===== config.mk =====
export PLATFORM = sky130hd
export DESIGN_NAME = display_scan_controller
export DESIGN_NICKNAME = d
export VERILOG_FILES = /design/src/rtl/display_scan_controller_pkg.sv /design/src/rtl/display_scan_controller_glyph.sv /design/src/rtl/display_scan_controller.sv
export SDC_FILE = /design/constraint.sdc
export NUM_CORES = 1
export LEC_CHECK = 0
export ABC_AREA = 1
export BUFFER_PORTS_ARGS = -buffer_cell sky130_fd_sc_hd__buf_2
export CAP_MARGIN = 40
export CORE_MARGIN = 2
export CORE_UTILIZATION = 25
export DETAILED_ROUTE_END_ITERATION = 6
export PLACE_DENSITY = 0.49
export SYNTH_ARGS = -nofsm -noshare
export SYNTH_HDL_FRONTEND = slang
export SYNTH_SLANG_ARGS = --single-unit

===== constraint.sdc =====
create_clock -name clk -period 2.9 [get_ports clk]
set_input_delay 0.58 -clock clk [delete_from_list [all_inputs] [get_ports clk]]
set_output_delay 0.58 -clock clk [all_outputs]
set_load 0.1 [all_outputs]

===== src/rtl/display_scan_controller_pkg.sv =====
// Shared constants for the 7-segment scan controller: drive polarities, glyph patterns, FSM states.
// Glyph patterns are active-high {a,b,c,d,e,f,g,dp} with bit 7 = segment a.
package display_scan_controller_pkg;

   localparam bit COMMON_CATHODE = 1'b0;
   localparam bit COMMON_ANODE   = 1'b1;

   localparam logic [7:0] GLYPH_0    = 8'hFC;
   localparam logic [7:0] GLYPH_1    = 8'h60;
   localparam logic [7:0] GLYPH_2    = 8'hDA;
   localparam logic [7:0] GLYPH_3    = 8'hF2;
   localparam logic [7:0] GLYPH_4    = 8'h66;
   localparam logic [7:0] GLYPH_5    = 8'hB6;
   localparam logic [7:0] GLYPH_6    = 8'hBE;
   localparam logic [7:0] GLYPH_7    = 8'hE0;
   localparam logic [7:0] GLYPH_8    = 8'hFE;
   localparam logic [7:0] GLYPH_9    = 8'hF6;
   localparam logic [7:0] GLYPH_A    = 8'hEE;
   localparam logic [7:0] GLYPH_B    = 8'h3E;
   localparam logic [7:0] GLYPH_C    = 8'h9C;
   localparam logic [7:0] GLYPH_D    = 8'h7A;
   localparam logic [7:0] GLYPH_E    = 8'h9E;
   localparam logic [7:0] GLYPH_F    = 8'h8E;
   localparam logic [7:0] GLYPH_DASH = 8'h02;
   localparam logic [7:0] GLYPH_OFF  = 8'h00;

   typedef enum logic [1:0] {
      ST_OFF  = 2'd0,
      ST_SHOW = 2'd1,
      ST_GAP  = 2'd2
   } scan_state_t;

   // Hex glyph lookup; the dp bit is always clear here.
   function automatic logic [7:0] glyph_hex(input logic [3:0] nibble);
      logic [7:0] g;
      case (nibble)
         4'h0:    g = GLYPH_0;
         4'h1:    g = GLYPH_1;
         4'h2:    g = GLYPH_2;
         4'h3:    g = GLYPH_3;
         4'h4:    g = GLYPH_4;
         4'h5:    g = GLYPH_5;
         4'h6:    g = GLYPH_6;
         4'h7:    g = GLYPH_7;
         4'h8:    g = GLYPH_8;
         4'h9:    g = GLYPH_9;
         4'hA:    g = GLYPH_A;
         4'hB:    g = GLYPH_B;
         4'hC:    g = GLYPH_C;
         4'hD:    g = GLYPH_D;
         4'hE:    g = GLYPH_E;
         default: g = GLYPH_F;
      endcase
      return g;
   endfunction

endpackage


===== src/rtl/display_scan_controller_glyph.sv =====
// Combinational nibble + dp + blank to active-high segment pattern.
// With HEX_MODE=0, nibbles above 9 render as a dash.
module seg7_glyph_decoder
   import display_scan_controller_pkg::*;
#(
   parameter bit HEX_MODE = 1'b1
) (
   input  logic [3:0] nibble,
   input  logic       dp,
   input  logic       blank,
   output logic [7:0] pattern_c
);

   always_comb begin
      pattern_c = GLYPH_OFF;
      if (!blank) begin
         if (!HEX_MODE && (nibble > 4'd9)) begin
            pattern_c = GLYPH_DASH;
         end else begin
            pattern_c = glyph_hex(nibble);
         end
         pattern_c[0] = pattern_c[0] | dp;
      end
   end

endmodule


===== src/rtl/display_scan_controller.sv =====
// Time-multiplexed 7-segment scan controller: shadowed value load, per-digit dwell and blank gap,
// registered segment bus and one-hot digit enables with configurable drive polarity.
module display_scan_controller
   import display_scan_controller_pkg::*;
#(
   parameter int unsigned NUM_DIGITS         = 4,
   parameter int unsigned SCAN_DIV           = 50000,
   parameter int unsigned BLANK_CYCLES       = 500,
   parameter bit          SEG_ACTIVE_LOW     = COMMON_CATHODE,
   parameter bit          DIG_ACTIVE_LOW     = 1'b0,
   parameter bit          HEX_MODE           = 1'b1,
   parameter bit          LEADING_ZERO_BLANK = 1'b0
) (
   input  logic                    clk,
   input  logic                    reset,
   input  logic                    en,
   input  logic                    load_valid,
   output logic                    load_ready,
   input  logic [4*NUM_DIGITS-1:0] load_data,
   input  logic [NUM_DIGITS-1:0]   load_dp,
   output logic [7:0]              seg,
   output logic [NUM_DIGITS-1:0]   digit_sel,
   output logic                    frame_done,
   output logic                    over_range
);

   localparam int unsigned DATA_W    = 4 * NUM_DIGITS;
   localparam int unsigned IDX_W     = $clog2(NUM_DIGITS);
   localparam int unsigned PRESC_MAX = (SCAN_DIV > BLANK_CYCLES) ? SCAN_DIV : BLANK_CYCLES;
   localparam int unsigned PRESC_W   = $clog2(PRESC_MAX + 1);

   localparam logic [PRESC_W-1:0]    SHOW_LAST = PRESC_W'(SCAN_DIV - 32'd1);
   localparam logic [PRESC_W-1:0]    GAP_LAST  = PRESC_W'((BLANK_CYCLES == 32'd0) ? 32'd0 : BLANK_CYCLES - 32'd1);
   localparam logic [IDX_W-1:0]      LAST_IDX  = IDX_W'(NUM_DIGITS - 32'd1);
   localparam bit                    NO_GAP    = (BLANK_CYCLES == 32'd0);
   localparam logic [7:0]            SEG_OFF   = {8{SEG_ACTIVE_LOW}};
   localparam logic [NUM_DIGITS-1:0] DIG_OFF   = {NUM_DIGITS{DIG_ACTIVE_LOW}};

   scan_state_t             state;
   logic [PRESC_W-1:0]      presc;
   logic [IDX_W-1:0]        idx;
   logic [DATA_W-1:0]       active_data;
   logic [DATA_W-1:0]       shadow_data;
   logic [NUM_DIGITS-1:0]   active_dp;
   logic [NUM_DIGITS-1:0]   shadow_dp;

   logic                    advance_c;
   logic                    frame_start_c;
   logic                    transfer_c;
   logic [IDX_W-1:0]        next_idx_c;
   logic [3:0]              cur_nibble_c;
   logic                    cur_dp_c;
   logic                    upper_zero_c;
   logic                    any_over_c;
   logic                    blank_c;
   logic [7:0]              pattern_c;
   logic [NUM_DIGITS-1:0]   onehot_c;

   // Scan sequencing decodes: digit advance and frame boundary.
   always_comb begin
      advance_c     = ((state == ST_SHOW) && (presc == SHOW_LAST) && NO_GAP) ||
                      ((state == ST_GAP)  && (presc == GAP_LAST));
      frame_start_c = en && ((state == ST_OFF) || (advance_c && (idx == LAST_IDX)));
      next_idx_c    = (idx == LAST_IDX) ? '0 : idx + IDX_W'(1);
      transfer_c    = load_valid && load_ready;
   end

   // Current digit selection, leading-zero detection and range check over the active value.
   always_comb begin
      cur_nibble_c = 4'h0;
      cur_dp_c     = 1'b0;
      upper_zero_c = 1'b1;
      any_over_c   = 1'b0;
      for (int i = 0; i < int'(NUM_DIGITS); i++) begin
         if (idx == IDX_W'(i)) begin
            cur_nibble_c = active_data[4*i +: 4];
            cur_dp_c     = active_dp[i];
         end
         if ((IDX_W'(i) >= idx) && (active_data[4*i +: 4] != 4'h0)) begin
            upper_zero_c = 1'b0;
         end
         if (active_data[4*i +: 4] > 4'd9) begin
            any_over_c = 1'b1;
         end
      end
      blank_c  = LEADING_ZERO_BLANK && (idx != '0) && upper_zero_c;
      onehot_c = NUM_DIGITS'(1) << idx;
   end

   seg7_glyph_decoder #(
      .HEX_MODE (HEX_MODE)
   ) u_glyph (
      .nibble    (cur_nibble_c),
      .dp        (cur_dp_c),
      .blank     (blank_c),
      .pattern_c (pattern_c)
   );

   // FSM, value shadowing and registered pin drive. load_ready low means a value is pending.
   always_ff @(posedge clk or posedge reset) begin
      if (reset) begin
         state       <= ST_OFF;
         presc       <= '0;
         idx         <= '0;
         active_data <= '0;
         active_dp   <= '0;
         shadow_data <= '0;
         shadow_dp   <= '0;
         load_ready  <= 1'b1;
         seg         <= SEG_OFF;
         digit_sel   <= DIG_OFF;
         frame_done  <= 1'b0;
         over_range  <= 1'b0;
      end else begin
         frame_done <= frame_start_c;
         over_range <= !HEX_MODE && any_over_c;

         if (state == ST_SHOW) begin
            seg       <= pattern_c ^ SEG_OFF;
            digit_sel <= onehot_c ^ DIG_OFF;
         end else begin
            seg       <= SEG_OFF;
            digit_sel <= DIG_OFF;
         end

         if (frame_start_c && !load_ready) begin
            active_data <= shadow_data;
            active_dp   <= shadow_dp;
            load_ready  <= 1'b1;
         end else if (transfer_c) begin
            shadow_data <= load_data;
            shadow_dp   <= load_dp;
            load_ready  <= 1'b0;
         end

         if (!en) begin
            state <= ST_OFF;
            presc <= '0;
            idx   <= '0;
         end else begin
            case (state)
               ST_OFF: begin
                  state <= ST_SHOW;
                  presc <= '0;
                  idx   <= '0;
               end
               ST_SHOW: begin
                  if (presc == SHOW_LAST) begin
                     presc <= '0;
                     if (NO_GAP) begin
                        idx <= next_idx_c;
                     end else begin
                        state <= ST_GAP;
                     end
                  end else begin
                     presc <= presc + PRESC_W'(1);
                  end
               end
               ST_GAP: begin
                  if (presc == GAP_LAST) begin
                     presc <= '0;
                     state <= ST_SHOW;
                     idx   <= next_idx_c;
                  end else begin
                     presc <= presc + PRESC_W'(1);
                  end
               end
               default: begin
                  state <= ST_OFF;
                  presc <= '0;
                  idx   <= '0;
               end
            endcase
         end
      end
   end

endmodule


== Word-level counts from Yosys, hierarchy flattened ==
Memories as Yosys holds them, arrays and structs flattened.
Cells that the tools add are included.
Storage, ports and cells
  register bits after elaboration: 74
  bits in latches: 0
  RAM bits: 0
  memory bits (read-only): 112
  output and inout port bits: 15
  logic and storage cells: 64
  memories kept: 1
Operators by class
  add/sub/neg operators: 2
  multipliers: 0
  divide/modulo/power cells: 0
  magnitude comparators: 0
  equality and inequality tests: 10
  shifts and indexed selects: 1
  mux-type cells: 24
  bitwise operators: 2
  reduce and logical (&&, ||, !) cells: 13
Memories
  (no name shown): depth 16, width 7, rd ports 1, clocked after Yosys merged registers in 0, wr ports 0, RTL line display_scan_controller_pkg.sv:36  | case (nibble)
Operators with widths (count)
  16-bit 2-to-1 mux: 3
  16-bit case mux with 2 select lines: 1
  4-bit 2-to-1 mux: 5
  16-bit by 1-bit adder with 16-bit output, second input constant: 1
  16-bit == test, second input constant: 1
  16-bit by 9-bit == test with 1-bit output, second input constant: 1
  2-bit 2-to-1 mux: 6
  8-bit 2-to-1 mux: 1
  2-bit == test, second input constant: 3
  1-bit 2-to-1 mux: 6
  3-bit by 2-bit != test with 1-bit output, second input constant: 2
  2-bit case mux with 3 select lines: 1
  2-bit AND reduction: 3
  1-bit logical AND: 5
  2-bit by 1-bit == test with 1-bit output, second input constant: 2
  2-bit logical NOT: 2
  2-bit case mux with 2 select lines: 1
  1-bit by 2-bit left shift with 4-bit output, first input constant: 1
  2-bit by 1-bit adder with 2-bit output, second input constant: 1
  2-bit != test, second input constant: 1
  2-bit nonzero test: 1
  1-bit logical NOT: 1
  1-bit logical OR: 1
  1-bit inverter: 1
  1-bit OR, first input constant: 1

== Depth between registers and ports, before layout ==
Gate-level depths: netlist of the first run.
  depth after elaboration: 8
  gate-level depth with buffers: 13
  gate-level depth less buffers: 13

== Modules after synthesis ==
A second synthesis of the first run with hierarchy kept.
Unflattened totals
  cells, all modules: 426
  area, all modules: 3767.4 um^2
Modules (own cells, without submodules)
  display_scan_controller: times used 1, cells each 377, area each 3502.1 um^2, sequential area each 1853.0 um^2
  seg7_glyph_decoder: times used 1, cells each 49, area each 265.3 um^2, sequential area each 0.0 um^2

== Least setup slack after synthesis of the first run ==
Ideal clock, no wire load.
  kind: flip-flop to flip-flop
  from: reg idx[0]
  to: reg seg[6]
  setup time: 123 ps
  arrival time: 1902 ps
  data required time: 2777 ps
  path slack: 874 ps
  cell stages (with the launch flop): 10
  period minus slack after synthesis: 2026 ps
  path through: dfrtp_1 inv_1 ha_1 inv_1 nor2_1 nor2_1 a21boi_0 ha_1 o21ai_0 a21oi_1
On the way
  cells in the longest elaborated chain, start to end: 7
RTL lines
  start: declaration: RTL line display_scan_controller.sv:41  | logic [IDX_W-1:0] idx;
  start signal: assignment: RTL line display_scan_controller.sv:151  | idx <= next_idx_c;
  start signal: assignment: RTL line display_scan_controller.sv:163  | idx <= next_idx_c;
  2-bit logical NOT: RTL line display_scan_controller.sv:75  | if (idx == IDX_W'(i)) begin
  4-bit 2-to-1 mux (3 in series): RTL line display_scan_controller.sv:75
  4-bit 2-to-1 mux *: RTL line display_scan_controller.sv:75
  memory read 16 x 7 bit *
  8-bit 2-to-1 mux *: RTL line display_scan_controller.sv:118  | if (state == ST_SHOW) begin
  end signal: assignment: RTL line display_scan_controller.sv:119  | seg <= pattern_c ^ SEG_OFF;
  end: declaration: RTL line display_scan_controller.sv:21  | output logic [7:0] seg,
Mark *: on every way between the ends. The rest lies on a longest branch, timed or not.
A chain may end at the register's enable or synchronous reset.

== Worst setup path in the final report of the first run ==
  from: reg idx[0]
  to: reg seg[4]
Same word-level chain as after synthesis.

==> results of run 1 <==
-- final cells by class --
type | count | share of cell area (%)
Multi-Input combinational cell | 282 | 37.12
Timing Repair Buffer | 39 | 4.922
Clock inverter | 6 | 0.9844
Clock buffer | 10 | 5.298
Inverter | 40 | 3.474
Tap cell | 184 | 5.327
Sequential cell | 74 | 42.88
-- stage by stage --
step	hold WS [ns]	power, W	utilization, %	setup WS (ns)
after floorplan	0.4304	0.003013	-	0.4400
after CTS	0.3572	0.004366	29.73	0.4905
after detailed placement	0.4642	0.003325	27.87	0.5055
final	0.3364	0.004321	29.73	0.4668
after global placement	0.4471	0.003277	27.87	0.6403
after global routing	0.3840	0.004642	29.73	0.1845
-- Yosys cell counts (2+ instances only) --
cell / number
nand2_1: 108
dfrtp_1: 73
nor2_1: 39
inv_1: 38
nand4_1: 25
mux2_2: 20
ha_1: 15
nand3_1: 15
a21oi_1: 14
o21ai_0: 13
xor2_1: 10
nor3_1: 6
buf_2: 5
buf_4: 4
buf_6: 4
clkbuf_1: 3
nand2_2: 2
nand2_4: 2
nand3_2: 2
xnor2_1: 2
-- path summary, 6_finish.rpt --
path                             from           end  slack [ns]  cells past startpoint
max reg2reg                    idx[0]        seg[4]        0.47                     12
max                            idx[0]        seg[4]        0.47                     12
min                             reset  shadow_dp[2]        0.34                      3
max in group asynchronous       reset    load_ready        2.24                      3
min reg2reg                  presc[0]      presc[0]        0.47                      1
min in group clk           load_valid    load_ready        0.42                      2
-- cells by family after synthesis --
family	share of synthesized area [%]
other	0.1008
flip-flops	49.83
AND/OR/NAND/NOR	25.03
adder cells (fa/ha/maj)	5.047
multiplexers	6.057
XOR/XNOR	2.826
AO/OA/AOI/OAI	4.071
buffers and inverters	7.032
-- tightest hold or removal path: stages --
cell    delay, ns
buf_2        0.10
inv_2        0.06
buf_12       0.33
-- routing by layer --
layer	track usage [%]	up-vias	wire length, um
met3	2.804	9	367
met1	14.62	1301	3921
met4	3.878	0	109
li1	-	1392	-
met5	0	-	0
met2	17.30	60	3609
-- placed cells by master (no fill, tap or decap), drive strengths merged, types with 2 or more instances in the layout --
cell / n
xor2: 10
nor3: 7
clkbuf: 10
nor2: 41
nand4: 25
buf: 39
inv: 40
a21oi: 14
nand3: 18
o21ai: 14
clkinv: 4
clkinvlp: 2
ha: 15
mux2: 20
dfrtp: 73
xnor2: 2
nand2: 112
-- sequential cells by signal, summed over array words and instances (netlist names) --
name	count
presc	16
shadow_data	16
frame_done	1
shadow_dp	4
state	2
idx	2
digit_sel	4
seg	8
active_dp	4
load_ready	1
active_data	16
-- where the power goes --
part	switching [W]	leakage (nW)	internal (W)
Clock	0.000444	0.129	0.000581
Sequential	0.000207	0.947	0.00139
Combinational	0.00120	1.06	0.000502
==> impl_metrics.env, run 1 <==
export IMPL_dpl_cell_area_mm2=0.004050
export IMPL_clock_tree_root_cell="clkbuf_16"
export IMPL_dieArea_mm2=0.01587
export IMPL_cp_required_ns=3.16
export IMPL_die_x_um=126.0
export IMPL_synth_top_area_cell="dfrtp_1"
export IMPL_multi_input_area_mm2=0.001604
export IMPL_setup_tns_ns=0
export IMPL_fp_row_count=44
export IMPL_cp_start_kind="flip-flop"
export IMPL_synthFlopType="dfrtp_1"
export IMPL_synth_edf_count=0
export IMPL_syn_area_per_cell_um2=9.026
export IMPL_cp_slowest_cell="a21boi_0"
export IMPL_path_class="reg -> reg"
export IMPL_hold_buffers=0
export IMPL_drt_first_pass_iters=4
export IMPL_grt_max_degree=75
export IMPL_grt_overflow=0
export IMPL_antenna_left=0
export IMPL_status="complete, no violations"
export IMPL_num_vias=2762
export IMPL_stdcell_count=635
export IMPL_period_needed_ns=2.433
export IMPL_clock_sinks=74
export IMPL_rsz0062_at_grt="no"
export IMPL_maxCapViolCount=0
export IMPL_grt_pass1_vias=2855
export IMPL_ys_types=32
export IMPL_worstMarginPinSlew_ns=0.8151
export IMPL_clock_path_buffers=2
export IMPL_fmax_ghz=0.4110
export IMPL_htreeDepth=3
export IMPL_dp_hpwl_mm=5.677
export IMPL_power_per_cell_area_mw_per_mm2=999.9
export IMPL_wl_per_cell_um=12.61
export IMPL_route_detailed_drc=0
export IMPL_core_mm2=0.01453
export IMPL_cpMostUsedCell="nand2_1"
export IMPL_drive_gt1_share_pct=19.73
export IMPL_setup_viol=0
export IMPL_arrival_ns=2.69
export IMPL_num_io_pins=39
export IMPL_hold_viol_final=0
export IMPL_drv_slew=0
export IMPL_crit_family="adder cells"
export IMPL_worst_path_buf_inv=2
export IMPL_final_cell_area_mm2=0.004322
export IMPL_syn2layout_area_growth_pct=16.22
export IMPL_period_share_pct=83.90
export IMPL_drtIter0Drc=137
export IMPL_seqCellArea_mm2=0.001853
export IMPL_relSlewSlack_pct=45.53
export IMPL_syn_cell_area_mm2=0.003719
export IMPL_grt_first_pass_wirelength_mm=13.99
export IMPL_syn_inst=412
export IMPL_fill_cells=1587
export IMPL_synth_seq_cells=74
export IMPL_synthArstFlopShare_pct=100.0
export IMPL_slowest_delay_ns=0.56
export IMPL_portBuffers=37
export IMPL_antenna_found_initial=0
export IMPL_post_cts_buffers=0
export IMPL_antenna_cells=0
export IMPL_die_y_um=126.0
export IMPL_yosysWarnings=0
export IMPL_clk_insertion_delay_late_ns=0.33
export IMPL_cts_tree="yes"
export IMPL_ir_drop_mv=0.6231
export IMPL_initial_utilization_pct=25.59
export IMPL_cellLeakagePower_nw=2.134
export IMPL_cts_resized_gates=0
export IMPL_hold_path_class="in -> async"
export IMPL_nets=485
export IMPL_grt_use_total_pct=10.96
export IMPL_critPathCaptureType="flip-flop"
export IMPL_dp_cells=619
export IMPL_crit_path_cell_trace="inv_1 > ha_1 > inv_1 > nor2_1 > nor2_1 > a21boi_0 > ha_1 > nand2_1 > nand2_1 > nand2_1 > nand2_1 > nor2_1"
export IMPL_routed_wl_mm=8.007
export IMPL_gp_congestion=0.8119
export IMPL_skew_ns=0.006281
export IMPL_worstPathMaxFanout=6
export IMPL_yosys_top_cells_area="dfrtp_1 (49%), nand2_1 (11%), mux2_2 (6.1%)"
export IMPL_viasPerCell=4.350
export IMPL_synth_top_area_share_pct=49.13
export IMPL_clk_pin_slew_ns=0.06
export IMPL_syn_nets=451
export IMPL_cts_buffers=9
export IMPL_ys_seq_area_share_pct=49.83
Power figures use the tool's default switching activity.
==> run 2: changes to the inputs <==
--- a/config.mk
+++ b/config.mk
@@ -5,13 +5,13 @@
 export SDC_FILE = /design/constraint.sdc
 export NUM_CORES = 1
 export LEC_CHECK = 0
-export ABC_AREA = 1
+export ABC_AREA = 0
 export BUFFER_PORTS_ARGS = -buffer_cell sky130_fd_sc_hd__buf_2
 export CAP_MARGIN = 40
 export CORE_MARGIN = 2
 export CORE_UTILIZATION = 25
 export DETAILED_ROUTE_END_ITERATION = 6
-export PLACE_DENSITY = 0.49
+export PLACE_DENSITY = 0.51
 export SYNTH_ARGS = -nofsm -noshare
 export SYNTH_HDL_FRONTEND = slang
 export SYNTH_SLANG_ARGS = --single-unit
==> constraint.sdc (replaced) <==
create_clock -name clk -period 2 [get_ports clk]
set_input_delay 0.4 -clock clk [delete_from_list [all_inputs] [get_ports clk]]
set_output_delay 0.4 -clock clk [all_outputs]
set_load 0.1 [all_outputs]
==> run 2 against run 1 <==
Effect of this change:
- the run now ends with negative setup slack left
- utilization grew 4.5 points
- sequential power up 46%
- clock power up 45%
- synthesized cell count is 30% lower
- hold slack worse by 0.27 ns
- count of clock-buffer cells in the layout shrank 1
- fmax up 19%
- register-to-register slack lost 0.51 ns
- die area down 5.5%
==> impl_metrics.env, run 2 <==
export IMPL_drtIter0Drc=68
export IMPL_gp_congestion=0.7764
export IMPL_stdcell_count=554
export IMPL_reg2reg_depth=6
export IMPL_crit_family="simple AND/OR/NAND/NOR gates"
export IMPL_drv_slew=0
export IMPL_yosys_top_cells_area="dfrtp_1 (52%), mux2_2 (14%), ha_1 (5.4%)"
export IMPL_initial_utilization_pct=25.46
export IMPL_period_needed_ns=2.046
export IMPL_grt_max_degree=42
export IMPL_multi_input_area_mm2=0.001748
export IMPL_relSlewSlack_pct=65.01
export IMPL_fill_cells=1443
export IMPL_reg_largest_list="active_data: 16 flops, presc: 16 flops, shadow_data: 16 flops"
export IMPL_nets=409
export IMPL_fin_util_pct=34.23
export IMPL_period_share_pct=102.3
export IMPL_num_vias=2376
export IMPL_final_cell_mix="dfrtp_1 (71), mux2_2 (43), buf_4 (39), buf_2 (37), nor2_1 (20)"
export IMPL_dieArea_mm2=0.01499
export IMPL_yosysWarnings=0
export IMPL_clock_path_buffers=2
export IMPL_critPathCaptureType="flip-flop"
export IMPL_maxCapViolCount=0
export IMPL_skew_ns=0.004560
export IMPL_grt_first_pass_wirelength_mm=12.04
export IMPL_crit_reg2reg_capture="active_data[14]"
export IMPL_antenna_cells=0
export IMPL_rsz0062_at_grt="yes"
export IMPL_arrival_ns=2.27
export IMPL_grt_pass1_vias=2520
export IMPL_syn_cell_area_mm2=0.003507
export IMPL_synth_top_area_cell="dfrtp_1"
export IMPL_num_io_pins=39
export IMPL_portBuffers=37
export IMPL_grt_overflow=0
export IMPL_cp_start_kind="flip-flop"
export IMPL_syn_inst=290
export IMPL_synthTopCellsByCount="dfrtp_1 (73), mux2_2 (44), nor2_1 (21), nand2_1 (17), ha_1 (15)"
export IMPL_viasPerCell=4.289
export IMPL_clk_pin_slew_ns=0.06
export IMPL_worst_path_buf_inv=1
export IMPL_dp_cells=535
export IMPL_dp_hpwl_mm=5.297
export IMPL_worstPathMaxFanout=21
export IMPL_worstMarginPinSlew_ns=0.5248
export IMPL_combPwrFrac_pct=41.4
export IMPL_synthArstFlopShare_pct=100.0
export IMPL_path_class="reg -> reg"
export IMPL_violations="negative setup slack"
export IMPL_wl_per_cell_um=12.91
export IMPL_hold_viol_final=0
export IMPL_p_sw_w=0.002508
export IMPL_syn_nets=329
export IMPL_setup_viol=20
export IMPL_cp_slowest_cell="dfrtp_1"
export IMPL_ir_drop_mv=0.5570
export IMPL_ys_types=49
export IMPL_r2r_slack_ns=-0.05
export IMPL_power_per_cell_area_mw_per_mm2=1380
export IMPL_ys_seq_area_share_pct=52.84
export IMPL_cp_required_ns=2.22
export IMPL_seqCellArea_mm2=0.001856
export IMPL_route_detailed_drc=0
export IMPL_crit_path_cell_trace="nor4_4 > nand4_2 > o21ba_2 > nor3b_4 > buf_12 > mux2_2"
export IMPL_layout_commonest_cell="dfrtp_1"
export IMPL_clkPwrFrac_pct=22.7
export IMPL_clock_sinks=74
export IMPL_cts_buffers=9
export IMPL_grt_use_total_pct=10.54
export IMPL_die_y_um=122.4
export IMPL_die_x_um=122.4
export IMPL_synth_top_area_share_pct=52.09
export IMPL_hold_buffers=0
export IMPL_synth_seq_cells=74
export IMPL_yosysMostFrequentCell="dfrtp_1"
export IMPL_slowest_delay_ns=0.41
export IMPL_startpoint="presc[12]"
export IMPL_clock_tree_root_cell="clkbuf_16"
export IMPL_cellLeakagePower_nw=2.065
export IMPL_antenna_found_initial=0
export IMPL_hold_ws_ns=0.07043
export IMPL_synth_edf_count=0
export IMPL_netSwitchingFraction_pct=38.56
export IMPL_synthFlopType="dfrtp_1"
export IMPL_clk_insertion_delay_late_ns=0.33
export IMPL_worstReg2RegStart="presc[12]"
export IMPL_status="complete, but fails checks"
export IMPL_fp_row_count=43
export IMPL_syn2layout_area_growth_pct=34.43
export IMPL_drt_first_pass_iters=4
export IMPL_hold_path_class="in -> async"
export IMPL_intPower_w=0.003997
export IMPL_syn_area_per_cell_um2=12.09
export IMPL_fin_ws_ns=-0.04646
export IMPL_core_mm2=0.01377
export IMPL_seq_power_share_pct=35.9
export IMPL_fmax_ghz=0.4886
export IMPL_antenna_left=0
export IMPL_routed_wl_mm=7.153
export IMPL_drive_gt1_share_pct=49.73
export IMPL_cts_tree="yes"
export IMPL_htreeDepth=3
run 2: cell type report:
class	instances	share of cell area (%)
timing repair buffer	82	11.94
tap	180	4.777
clock inverter	6	0.9289
sequential	74	39.36
multi-input combinational	191	37.08
inverter	12	1.141
clock buffer	9	4.777
run 2: how the worst max path moves through the flow:
stage | cells past startpoint | slack, ns | to
5_1_grt | 6 | -0.14 | active_data[9]
3_5_place_dp | 9 | -0.21 | seg[4]
6_report | 6 | -0.05 | active_data[14]
3_3_place_gp | 9 | -0.16 | seg[4]
4_1_cts | 6 | -0.06 | active_data[9]
2_1_floorplan | 10 | 0.004 | seg[4]
run 2: cell families after synthesis:
family / after synthesis / synth area share (%)
AND/OR/NAND/NOR: 82 / 13.24
XOR/XNOR: 14 / 3.496
other: 1 / 0.1069
multiplexers: 47 / 14.98
buffers and inverters: 25 / 3.282
AO/OA/AOI/OAI: 32 / 6.707
adder cells (fa/ha/maj): 15 / 5.351
flip-flops: 74 / 52.84
run 2: through the flow:
step / power [W] / cell area [um2] / setup WS (ns) / setup TNS, ns
detailed placement: 0.004854 / 4215 / -0.2108 / -1.780
floorplan: 0.004256 / 3545 / 0.004370 / 0
CTS: 0.006458 / 4608 / -0.06377 / -1.055
global route: 0.006917 / 4715 / -0.1434 / -2.695
finish: 0.006504 / 4715 / -0.04646 / -0.7408
global placement: 0.004788 / 4215 / -0.1610 / -0.9514
run 2: worst reg2reg max path, stage by stage (launching register included):
cell     delay (ns)
dfrtp_1        0.41
nor4_4         0.34
nand4_2        0.16
o21ba_2        0.26
nor3b_4        0.21
buf_12         0.19
mux2_2         0.36
run 2: power by group through the flow:
stage	Clock [W]	Combinational [W]	Sequential (W)
global placement	0	0.00244	0.00235
global route	0.00159	0.00292	0.00241
finish	0.00148	0.00269	0.00234
floorplan	0	0.00133	0.00293
CTS	0.00153	0.00258	0.00234
detailed placement	0	0.00249	0.00236
run 2: per-layer routing:
layer  wire, um  vias to the layer above  track usage, %
met5          0                        -               0
met4        156                        0           5.172
met3        224                       11           3.299
met2       3415                       28           16.42
met1       3357                     1160           13.21
li1           -                     1177               -
run 2: repair_timing:
action | 4_1_cts | 5_1_grt
setup endpoints to repair | 27 | 27
pin swaps | 6 | 13
resized for setup | 22 | 22
setup buffers | 3 | 1
